--- src/rtl/lieat_axi_arbiter_if.sv ---
// AXI4 master-side bus bundle (AW/W/B/AR/R) used by lieat_axi_arbiter.
interface lieat_axi_arbiter_if #(
   parameter int AW = 32,
   parameter int DW = 32
);
   logic            awvalid;
   logic            awready;
   logic [3:0]      awid;
   logic [AW-1:0]   awaddr;
   logic [7:0]      awlen;
   logic [2:0]      awsize;
   logic [1:0]      awburst;

   logic            wvalid;
   logic            wready;
   logic [DW-1:0]   wdata;
   logic [DW/8-1:0] wstrb;
   logic            wlast;

   logic            bvalid;
   logic            bready;
   logic [3:0]      bid;
   logic [1:0]      bresp;

   logic            arvalid;
   logic            arready;
   logic [3:0]      arid;
   logic [AW-1:0]   araddr;
   logic [7:0]      arlen;
   logic [2:0]      arsize;
   logic [1:0]      arburst;

   logic            rvalid;
   logic            rready;
   logic [3:0]      rid;
   logic [DW-1:0]   rdata;
   logic            rlast;

   modport master (
      output awvalid, awid, awaddr, awlen, awsize, awburst,
      input  awready,
      output wvalid, wdata, wstrb, wlast,
      input  wready,
      input  bvalid, bid, bresp,
      output bready,
      output arvalid, arid, araddr, arlen, arsize, arburst,
      input  arready,
      input  rvalid, rid, rdata, rlast,
      output rready
   );

   modport slave (
      input  awvalid, awid, awaddr, awlen, awsize, awburst,
      output awready,
      input  wvalid, wdata, wstrb, wlast,
      output wready,
      output bvalid, bid, bresp,
      input  bready,
      input  arvalid, arid, araddr, arlen, arsize, arburst,
      output arready,
      output rvalid, rid, rdata, rlast,
      input  rready
   );
endinterface

--- src/rtl/lieat_axi_arbiter.sv ---
// Multi-requester read arbiter plus single write pass-through onto one AXI4 master port.
// One outstanding read and one outstanding write, each with its own FSM.
module lieat_axi_arbiter #(
   parameter int NRD      = 2,
   parameter int AW       = 32,
   parameter int DW       = 32,
   parameter int ARB_MODE = 0
) (
   input  logic                clock,
   input  logic                rst_n,
   input  logic [NRD-1:0]      rq_arvalid,
   output logic [NRD-1:0]      rq_arready,
   input  logic [NRD*AW-1:0]   rq_araddr,
   input  logic [NRD*8-1:0]    rq_arlen,
   input  logic [NRD*3-1:0]    rq_arsize,
   output logic [NRD-1:0]      rq_rvalid,
   input  logic [NRD-1:0]      rq_rready,
   output logic [DW-1:0]       rq_rdata,
   output logic                rq_rlast,
   input  logic                wr_awvalid,
   output logic                wr_awready,
   input  logic [AW-1:0]       wr_awaddr,
   input  logic [7:0]          wr_awlen,
   input  logic [2:0]          wr_awsize,
   input  logic                wr_wvalid,
   output logic                wr_wready,
   input  logic [DW-1:0]       wr_wdata,
   input  logic [DW/8-1:0]     wr_wstrb,
   output logic                wr_bvalid,
   input  logic                wr_bready,
   output logic [1:0]          wr_bresp,
   lieat_axi_arbiter_if.master io_master,
   output logic                err_o
);
   localparam int WW = (NRD > 1) ? $clog2(NRD) : 1;

   typedef enum logic [1:0] {R_IDLE, R_ADDR, R_DATA} rd_state_t;
   typedef enum logic [1:0] {W_IDLE, W_ADDR, W_DATA, W_RESP} wr_state_t;

   rd_state_t     rd_state;
   wr_state_t     wr_state;
   logic [WW-1:0] winner, rr_ptr, pick, next_ptr, cand_w;
   logic          found;
   int unsigned   cand;
   logic [AW-1:0] ar_addr, aw_addr;
   logic [7:0]    ar_len, aw_len, rbeat, wbeat;
   logic [2:0]    ar_size, aw_size;
   logic [3:0]    arid_val;
   logic          rid_ok, rd_err, wr_err;

   // Round-robin scans from rr_ptr with wrap; fixed priority scans from index 0.
   always_comb begin
      pick   = '0;
      found  = 1'b0;
      cand   = 0;
      cand_w = '0;
      for (int unsigned k = 0; k < NRD; k++) begin
         if (ARB_MODE == 1) cand = k;
         else               cand = (32'(rr_ptr) + k) % NRD;
         cand_w = WW'(cand);
         if (!found && rq_arvalid[cand_w]) begin
            found = 1'b1;
            pick  = cand_w;
         end
      end
   end

   assign next_ptr = (winner == WW'(NRD - 1)) ? '0 : winner + 1'b1;
   assign arid_val = 4'(winner) + 4'd1;
   assign rid_ok   = (io_master.rid == arid_val);
   assign err_o    = rd_err | wr_err;

   always_ff @(posedge clock or negedge rst_n) begin
      if (!rst_n) begin
         rd_state <= R_IDLE;
         winner   <= '0;
         rr_ptr   <= '0;
         ar_addr  <= '0;
         ar_len   <= '0;
         ar_size  <= '0;
         rbeat    <= '0;
         rd_err   <= 1'b0;
      end else begin
         case (rd_state)
            R_IDLE: if (|rq_arvalid) begin
               winner   <= pick;
               ar_addr  <= rq_araddr[pick*AW +: AW];
               ar_len   <= rq_arlen[pick*8 +: 8];
               ar_size  <= rq_arsize[pick*3 +: 3];
               rd_state <= R_ADDR;
            end
            R_ADDR: if (io_master.arready) begin
               rbeat    <= '0;
               rd_state <= R_DATA;
            end
            R_DATA: if (io_master.rvalid && io_master.rready) begin
               // A beat carrying a foreign id is drained but never counted.
               if (!rid_ok) begin
                  rd_err <= 1'b1;
               end else begin
                  rbeat <= rbeat + 8'd1;
                  if (io_master.rlast) begin
                     if (rbeat != ar_len) rd_err <= 1'b1;
                     rr_ptr   <= next_ptr;
                     rd_state <= R_IDLE;
                  end
               end
            end
            default: rd_state <= R_IDLE;
         endcase
      end
   end

   always_comb begin
      rq_arready        = '0;
      rq_rvalid         = '0;
      rq_rdata          = '0;
      rq_rlast          = 1'b0;
      io_master.arvalid = 1'b0;
      io_master.arid    = '0;
      io_master.araddr  = '0;
      io_master.arlen   = '0;
      io_master.arsize  = '0;
      io_master.arburst = '0;
      io_master.rready  = 1'b0;
      case (rd_state)
         R_ADDR: begin
            io_master.arvalid  = 1'b1;
            io_master.arid     = arid_val;
            io_master.araddr   = ar_addr;
            io_master.arlen    = ar_len;
            io_master.arsize   = ar_size;
            io_master.arburst  = 2'b01;
            rq_arready[winner] = io_master.arready;
         end
         R_DATA: begin
            io_master.rready  = rid_ok ? rq_rready[winner] : io_master.rvalid;
            rq_rvalid[winner] = io_master.rvalid & rid_ok;
            rq_rdata          = io_master.rdata;
            rq_rlast          = io_master.rlast;
         end
         default: ;
      endcase
   end

   always_ff @(posedge clock or negedge rst_n) begin
      if (!rst_n) begin
         wr_state <= W_IDLE;
         aw_addr  <= '0;
         aw_len   <= '0;
         aw_size  <= '0;
         wbeat    <= '0;
         wr_err   <= 1'b0;
      end else begin
         case (wr_state)
            W_IDLE: if (wr_awvalid) begin
               aw_addr  <= wr_awaddr;
               aw_len   <= wr_awlen;
               aw_size  <= wr_awsize;
               wr_state <= W_ADDR;
            end
            W_ADDR: if (io_master.awready) begin
               wbeat    <= '0;
               wr_state <= W_DATA;
            end
            W_DATA: if (io_master.wvalid && io_master.wready) begin
               wbeat <= wbeat + 8'd1;
               if (wbeat == aw_len) wr_state <= W_RESP;
            end
            W_RESP: if (io_master.bvalid && io_master.bready) begin
               if (io_master.bid != 4'h0) wr_err <= 1'b1;
               wr_state <= W_IDLE;
            end
            default: wr_state <= W_IDLE;
         endcase
      end
   end

   always_comb begin
      wr_awready        = 1'b0;
      wr_wready         = 1'b0;
      wr_bvalid         = 1'b0;
      wr_bresp          = '0;
      io_master.awvalid = 1'b0;
      io_master.awid    = '0;
      io_master.awaddr  = '0;
      io_master.awlen   = '0;
      io_master.awsize  = '0;
      io_master.awburst = '0;
      io_master.wvalid  = 1'b0;
      io_master.wdata   = '0;
      io_master.wstrb   = '0;
      io_master.wlast   = 1'b0;
      io_master.bready  = 1'b0;
      case (wr_state)
         W_ADDR: begin
            io_master.awvalid = 1'b1;
            io_master.awaddr  = aw_addr;
            io_master.awlen   = aw_len;
            io_master.awsize  = aw_size;
            io_master.awburst = 2'b01;
            wr_awready        = io_master.awready;
         end
         W_DATA: begin
            io_master.wvalid = wr_wvalid;
            io_master.wdata  = wr_wdata;
            io_master.wstrb  = wr_wstrb;
            io_master.wlast  = (wbeat == aw_len);
            wr_wready        = io_master.wready;
         end
         W_RESP: begin
            wr_bvalid        = io_master.bvalid;
            wr_bresp         = io_master.bresp;
            io_master.bready = wr_bready;
         end
         default: ;
      endcase
   end
endmodule

--- src/flat_wrapper.sv ---
// flat-port wrapper written by rule: the top's interface ports become plain ports
module lieat_axi_arbiter_flat 
#(
   parameter int NRD      = 2,
   parameter int AW       = 32,
   parameter int DW       = 32,
   parameter int ARB_MODE = 0
)
  (clock, rst_n, rq_arvalid, rq_arready, rq_araddr, rq_arlen, rq_arsize, rq_rvalid, rq_rready, rq_rdata, rq_rlast, wr_awvalid, wr_awready, wr_awaddr, wr_awlen, wr_awsize, wr_wvalid, wr_wready, wr_wdata, wr_wstrb, wr_bvalid, wr_bready, wr_bresp, err_o, io_master_awvalid, io_master_awid, io_master_awaddr, io_master_awlen, io_master_awsize, io_master_awburst, io_master_awready, io_master_wvalid, io_master_wdata, io_master_wstrb, io_master_wlast, io_master_wready, io_master_bvalid, io_master_bid, io_master_bresp, io_master_bready, io_master_arvalid, io_master_arid, io_master_araddr, io_master_arlen, io_master_arsize, io_master_arburst, io_master_arready, io_master_rvalid, io_master_rid, io_master_rdata, io_master_rlast, io_master_rready);
  lieat_axi_arbiter_if #(.AW(AW), .DW(DW)) io_master_i ();
  input  logic clock;
  input  logic rst_n;
  input  logic [NRD-1:0] rq_arvalid;
  output logic [NRD-1:0] rq_arready;
  input  logic [NRD*AW-1:0] rq_araddr;
  input  logic [NRD*8-1:0] rq_arlen;
  input  logic [NRD*3-1:0] rq_arsize;
  output logic [NRD-1:0] rq_rvalid;
  input  logic [NRD-1:0] rq_rready;
  output logic [DW-1:0] rq_rdata;
  output logic rq_rlast;
  input  logic wr_awvalid;
  output logic wr_awready;
  input  logic [AW-1:0] wr_awaddr;
  input  logic [7:0] wr_awlen;
  input  logic [2:0] wr_awsize;
  input  logic wr_wvalid;
  output logic wr_wready;
  input  logic [DW-1:0] wr_wdata;
  input  logic [DW/8-1:0] wr_wstrb;
  output logic wr_bvalid;
  input  logic wr_bready;
  output logic [1:0] wr_bresp;
  output logic err_o;
  output wire logic [$bits(io_master_i.awvalid)-1:0] io_master_awvalid;
  output wire logic [$bits(io_master_i.awid)-1:0] io_master_awid;
  output wire logic [$bits(io_master_i.awaddr)-1:0] io_master_awaddr;
  output wire logic [$bits(io_master_i.awlen)-1:0] io_master_awlen;
  output wire logic [$bits(io_master_i.awsize)-1:0] io_master_awsize;
  output wire logic [$bits(io_master_i.awburst)-1:0] io_master_awburst;
  input wire logic [$bits(io_master_i.awready)-1:0] io_master_awready;
  output wire logic [$bits(io_master_i.wvalid)-1:0] io_master_wvalid;
  output wire logic [$bits(io_master_i.wdata)-1:0] io_master_wdata;
  output wire logic [$bits(io_master_i.wstrb)-1:0] io_master_wstrb;
  output wire logic [$bits(io_master_i.wlast)-1:0] io_master_wlast;
  input wire logic [$bits(io_master_i.wready)-1:0] io_master_wready;
  input wire logic [$bits(io_master_i.bvalid)-1:0] io_master_bvalid;
  input wire logic [$bits(io_master_i.bid)-1:0] io_master_bid;
  input wire logic [$bits(io_master_i.bresp)-1:0] io_master_bresp;
  output wire logic [$bits(io_master_i.bready)-1:0] io_master_bready;
  output wire logic [$bits(io_master_i.arvalid)-1:0] io_master_arvalid;
  output wire logic [$bits(io_master_i.arid)-1:0] io_master_arid;
  output wire logic [$bits(io_master_i.araddr)-1:0] io_master_araddr;
  output wire logic [$bits(io_master_i.arlen)-1:0] io_master_arlen;
  output wire logic [$bits(io_master_i.arsize)-1:0] io_master_arsize;
  output wire logic [$bits(io_master_i.arburst)-1:0] io_master_arburst;
  input wire logic [$bits(io_master_i.arready)-1:0] io_master_arready;
  input wire logic [$bits(io_master_i.rvalid)-1:0] io_master_rvalid;
  input wire logic [$bits(io_master_i.rid)-1:0] io_master_rid;
  input wire logic [$bits(io_master_i.rdata)-1:0] io_master_rdata;
  input wire logic [$bits(io_master_i.rlast)-1:0] io_master_rlast;
  output wire logic [$bits(io_master_i.rready)-1:0] io_master_rready;
  assign io_master_awvalid = io_master_i.awvalid;
  assign io_master_awid = io_master_i.awid;
  assign io_master_awaddr = io_master_i.awaddr;
  assign io_master_awlen = io_master_i.awlen;
  assign io_master_awsize = io_master_i.awsize;
  assign io_master_awburst = io_master_i.awburst;
  assign io_master_i.awready = io_master_awready;
  assign io_master_wvalid = io_master_i.wvalid;
  assign io_master_wdata = io_master_i.wdata;
  assign io_master_wstrb = io_master_i.wstrb;
  assign io_master_wlast = io_master_i.wlast;
  assign io_master_i.wready = io_master_wready;
  assign io_master_i.bvalid = io_master_bvalid;
  assign io_master_i.bid = io_master_bid;
  assign io_master_i.bresp = io_master_bresp;
  assign io_master_bready = io_master_i.bready;
  assign io_master_arvalid = io_master_i.arvalid;
  assign io_master_arid = io_master_i.arid;
  assign io_master_araddr = io_master_i.araddr;
  assign io_master_arlen = io_master_i.arlen;
  assign io_master_arsize = io_master_i.arsize;
  assign io_master_arburst = io_master_i.arburst;
  assign io_master_i.arready = io_master_arready;
  assign io_master_i.rvalid = io_master_rvalid;
  assign io_master_i.rid = io_master_rid;
  assign io_master_i.rdata = io_master_rdata;
  assign io_master_i.rlast = io_master_rlast;
  assign io_master_rready = io_master_i.rready;
  lieat_axi_arbiter #(.NRD(NRD), .AW(AW), .DW(DW), .ARB_MODE(ARB_MODE)) u_core (.clock(clock), .rst_n(rst_n), .rq_arvalid(rq_arvalid), .rq_arready(rq_arready), .rq_araddr(rq_araddr), .rq_arlen(rq_arlen), .rq_arsize(rq_arsize), .rq_rvalid(rq_rvalid), .rq_rready(rq_rready), .rq_rdata(rq_rdata), .rq_rlast(rq_rlast), .wr_awvalid(wr_awvalid), .wr_awready(wr_awready), .wr_awaddr(wr_awaddr), .wr_awlen(wr_awlen), .wr_awsize(wr_awsize), .wr_wvalid(wr_wvalid), .wr_wready(wr_wready), .wr_wdata(wr_wdata), .wr_wstrb(wr_wstrb), .wr_bvalid(wr_bvalid), .wr_bready(wr_bready), .wr_bresp(wr_bresp), .io_master(io_master_i), .err_o(err_o));
endmodule
--- config.mk ---
export PLATFORM = sky130hd
export DESIGN_NAME = lieat_axi_arbiter_flat
export DESIGN_NICKNAME = d
export VERILOG_FILES = /design/src/rtl/lieat_axi_arbiter_if.sv /design/src/rtl/lieat_axi_arbiter.sv /design/src/flat_wrapper.sv
export SDC_FILE = /design/constraint.sdc
export NUM_CORES = 1
export LEC_CHECK = 0
export CORE_AREA = 2 2 159 161
export DETAILED_ROUTE_END_ITERATION = 7
export DIE_AREA = 0 0 161 163
export GPL_ROUTABILITY_DRIVEN = 0
export MAX_ROUTING_LAYER = met4
export PLACE_DENSITY = 0.67
export SLEW_MARGIN = 20
export SYNTH_ARGS = -nofsm -noshare
export SYNTH_HDL_FRONTEND = slang
export SYNTH_SLANG_ARGS = --single-unit
--- constraint.sdc ---
create_clock -name clock -period 2.1 [get_ports clock]
set_input_delay 0.63 -clock clock [delete_from_list [all_inputs] [get_ports clock]]
set_output_delay 0.63 -clock clock [all_outputs]
set_load 0.1 [all_outputs]
==> After elaboration in Yosys (flattened, before gate mapping) <==
Index checks and enable logic that the tools add are counted.
{ "word_totals": {"mem_bits_rw": 0, "register_bits": 110, "memories": 0, "output_inout_bits": 183, "elab_cells": 132, "latchBits": 0, "in_bits": 222, "mem_bits_ro": 0} }
{ "classes": {"n_mux": 60, "shifts": 3, "n_mul": 1, "bitwise_logic": 4, "div": 0, "magnitude_cmp": 4, "n_eq_ne": 20, "n_addsub": 5, "reduce_logical": 21} }
{ "op_table": {"columns": ["cell", "n"], "rows": [
  ["$mux 32", 4],
  ["$shiftx 64x7->32", 1],
  ["$mux 8", 7],
  ["$pmux 8 s2", 2],
  ["$mux 1", 27],
  ["$mux 2", 13],
  ["$add 8x1->8 const B", 2],
  ["$shiftx 16x5->8", 1],
  ["$ne 2x1->1 const B", 6],
  ["$ne 2x2->1 const B", 6],
  ["$reduce_and 4->1", 3],
  ["$reduce_and 5->1", 2],
  ["$eq 8x8->1", 1],
  ["$mux 4", 2],
  ["$ne 8x8->1", 1],
  ["$pmux 2 s4", 1],
  ["$eq 2x2->1 const B", 3],
  ["$lt 1x2->1 const B", 3],
  ["$mux 3", 2],
  ["$pmux 2 s3", 1],
  ["$reduce_and 3->1", 2],
  ["$shiftx 6x4->3", 1],
  ["$logic_and 1x1->1", 5],
  ["$and 2x2->2", 2],
  ["15 further kinds", 20]
]} }

==> Logic depth before layout (Yosys ltp) <==
{ "depth": {"depth_word": 8, "mapped_depth": 7, "depth_no_buf": 6} }

==> Worst setup path before layout <==
No wires, ideal clock.
{ "synth_timing": {"kind": "in2out", "startpoint": "input io_master_rid[1]", "endpoint": "output rq_rvalid[0]", "stages": 3, "arrival_ns": 3.146, "path_slack_ns": -1.676, "t_required_ns": 1.470, "n_path_buf": 0, "path_cell_list": "nor3b_2 > o21ai_1 > nor3_1"} }
{ "synth_between": {"elab_chain_cells": 4} }
{ "synth_lines": {"columns": ["element", "line_no", "rtl"], "rows": [
  ["start, declared", "flat_wrapper.sv:59", "input wire logic [$bits(io_master_i.rid)-1:0] io_master_rid;"],
  ["$eq 4x4->1", "lieat_axi_arbiter.sv:70", "assign rid_ok = (io_master.rid == arid_val);"],
  ["$and 1x1->1", "lieat_axi_arbiter.sv:138", "rq_rvalid[winner] = io_master.rvalid & rid_ok;"],
  ["$and 2x2->2 (no source line)", null, null],
  ["$mux 2", "lieat_axi_arbiter.sv:126", "case (rd_state)"],
  ["end, declared", "flat_wrapper.sv:18", "output logic [NRD-1:0] rq_rvalid;"]
]} }
Every way passes these cells.

==> Worst setup path in the final report <==
{ "layout_timing": {"startpoint": "input io_master_rid[0]", "endpoint": "output io_master_rready"} }
{ "layout_between": {"elab_chain_cells": 3} }
{ "layout_lines": {"columns": ["element", "line_no", "rtl"], "rows": [
  ["$eq 4x4->1", "lieat_axi_arbiter.sv:70", null],
  ["$mux 1", "lieat_axi_arbiter.sv:137", "io_master.rready = rid_ok ? rq_rready[winner] : io_master.rvalid;"],
  ["$mux 1", "lieat_axi_arbiter.sv:126", null],
  ["end, declared", "flat_wrapper.sv:62", "output wire logic [$bits(io_master_i.rready)-1:0] io_master_rready;"]
]} }
Every way passes these cells.

==> metrics.csv <==
metric,value,unit
rows,58,
numPortBuffers,396,
synth_area,6270,um^2
async_reset_ff_frac,1.00,
period_needed,2390,ps
tns,-25770,ps
dpl-instance-area,13200,um^2
fp.dieW,161,um
synth_ff_type,dfrtp_1,
dpl.hpwl,19.1,mm
antenna_left,0,
die_h,163,um
cts_sinks,110,
hold_viol_final,0,
grt_use_total,0.192,
netlist_instances,644,
path_class,in2out,
grt.met1_usage,0.199,
end_kind,output port,
final_area,14700,um^2
via_count,6482,
clkTransAtPathRegs,90,ps
crit_required,1470,ps
viasPerCell,4.42,
cts_buffers,9,
p_leak,6.46,nW
report.final.slew_viol_count,0,
grt_pass1_vias,6578,
synth.distinct_cells,47,
ys_ff_latch,110,
synth_edf_count,0,
coreArea,24700,um^2
rsz0062_at_grt,true,
grt_max_degree,55,
pwr_density_cell,1690,nW/um^2
pre_cts_ws,-573,ps
startpoint_type,primary input,
clock.fmax,0.418,GHz
fin_crit_sh,1.14,
finalWorstSetupSlack,-293,ps
syn_to_final_growth,134,%
rr_worst_depth,9,
synth_area_per_cell,9.74,um^2
antenna_found_initial,0,
cts_buffer_depth,2,
final.setup_skew,12.0,ps
clock_latency,350,ps
peakVddDrop,881,uV
status,finished with violations,
violations,setup timing,
busiest_layer,met2,
ys_warn_count,0,
dr.pass1.iters,4,
htreeDepth,3,
grt_overflow,0,
layout-drive-gt1-share,0.481,
instances_no_fill,1466,
fin_hold_ws,195,ps
drc,0,
cts-root-buf,clkbuf_16,
yosysSeqAreaShare,0.439,
cts_tree,done,
grt_pass1_wl,37.5,mm
start_util,0.254,
wl,26.0,mm
drt_iter0_drc,158,
num-nets-final,1359,
wl_per_cell,17.7,um
n_antenna_cell,0,
met3_usage,0.0563,
finalSetupViolations,171,
arrival,1760,ps
io_pins,405,
grt.met2_usage,0.349,
cp_max_fo,3,
dieArea,26200,um^2
hold_class,in2async,
maxCapViolCount,0,
hold_buffers,0,
placed_cells,1390,
-- layout by cell type (no fill, tap or decap), types with 3 or more instances in the layout --
cell	n
clkdlybuf4s50_1	211
buf_12	189
and2_4	159
dfrtp_1	106
buf_4	66
nand2_1	54
o21ai_1	54
mux2i_1	44
mux2_1	24
buf_6	23
mux2_2	21
clkbuf_16	16
nand3_1	8
xnor2_1	8
conb_1	8
nor2_4	6
nand4_1	6
o31ai_1	6
buf_16	6
xor2_1	5
nor2_1	5
and2_1	5
a21oi_1	5
dlygate4sd2_1	5
buf_8	5
inv_1	4
dfrtp_2	4
inv_2	3
o21ai_4	3
nand2_2	3
inv_8	3
xor2_2	3
o211ai_1	3
ha_1	3
ha_4	3
-- sequential cells by signal (all words and copies together) (netlist names) --
| signal | count |
|---|---|
| u_core.rd_err | 1 |
| u_core.aw_len | 8 |
| u_core.wbeat | 8 |
| u_core.rbeat | 8 |
| u_core.aw_addr | 32 |
| u_core.ar_len | 8 |
| u_core.aw_size | 3 |
| u_core.winner | 1 |
| u_core.ar_addr | 32 |
| u_core.rr_ptr | 1 |
| u_core.wr_err | 1 |
| u_core.rd_state | 2 |
| u_core.wr_state | 2 |
| u_core.ar_size | 3 |
-- per-layer routing --
layer / up-vias / part of all wire
li1: 3115 / -
met1: 3072 / 0.36
met2: 267 / 0.53
met3: 28 / 0.074
met4: 0 / 0.029
met5: - / 0
-- what timing repair did --
action,in CTS,in global routing
pin swaps,50,48
gates resized for setup,102,94
buffers inserted,34,19
cloned,11,10
setup endpoints to repair,178,180
-- kinds of logic (layout without fill, tap and decap cells) --
group	count (synthesis)	in the layout	share of synthesized area
simple gates	278	278	0.251
flops	110	110	0.439
mux	91	91	0.155
compound gates	86	86	0.0802
buf+inv	56	541	0.0403
xor+xnor	16	16	0.0223
fa+ha+maj	6	6	0.0120
other cells	1	8	0.000598
-- path summary, 6_finish.rpt --
path | slack (ps) | start | to
worst max-delay path | -290 | io_master_rid[0] | io_master_rready
worst min-delay path | 200 | rst_n | u_core.aw_addr[27]
worst max register to register | 70 | u_core.wr_state[1] | u_core.wbeat[7]
worst min register to register | 490 | u_core.wr_err | u_core.wr_err
max in group asynchronous | 1300 | rst_n | u_core.winner
min in group clock | 490 | u_core.wr_err | u_core.wr_err
-- cell type report --
| cell class | instances | area, um^2 |
|---|---|---|
| fillers | 1992 | 10000 |
| repair buffers | 516 | 7150 |
| clock buffers | 9 | 225 |
| well taps | 330 | 413 |
| flip-flops and latches | 110 | 2760 |
| clock inverters | 7 | 101 |
| multi-input cells | 485 | 3980 |
| inverters | 9 | 45.0 |
-- cell usage after synthesis, types with 7 or more instances --
cell,n,share of area
and2_1,166,0.17
dfrtp_1,110,0.44
xor2_1,8,0.011
inv_1,8,0.0048
buf_4,10,0.012
nand2_1,58,0.035
o21ai_1,56,0.045
mux2_1,24,0.043
o31ai_1,7,0.0084
clkbuf_1,30,0.018
xnor2_1,8,0.011
mux2_2,21,0.038
nor2_1,11,0.0066
mux2i_1,45,0.072
nand3_1,9,0.0072
-- per-stage QoR --
step	power, W	utilization
after floorplan	0.0142	-
after global placement	0.0204	0.533
after detailed placement	0.0206	0.533
after CTS	0.0244	0.581
after global routing	0.0258	0.595
final	0.0248	0.595
-- worst max-delay path, cell delays in order --
cell	delay (ps)
clkdlybuf4s15_1	190
and3b_2	240
o21ai_4	210
mux2i_4	280
nor2_4	50
buf_12	160
-- where the power goes --
group | switching [W] | internal [W]
clock | 0.000886 | 0.000967
sequential | 0.000648 | 0.00304
combinational | 0.0112 | 0.00813
(Power assumes the default switching activity.)
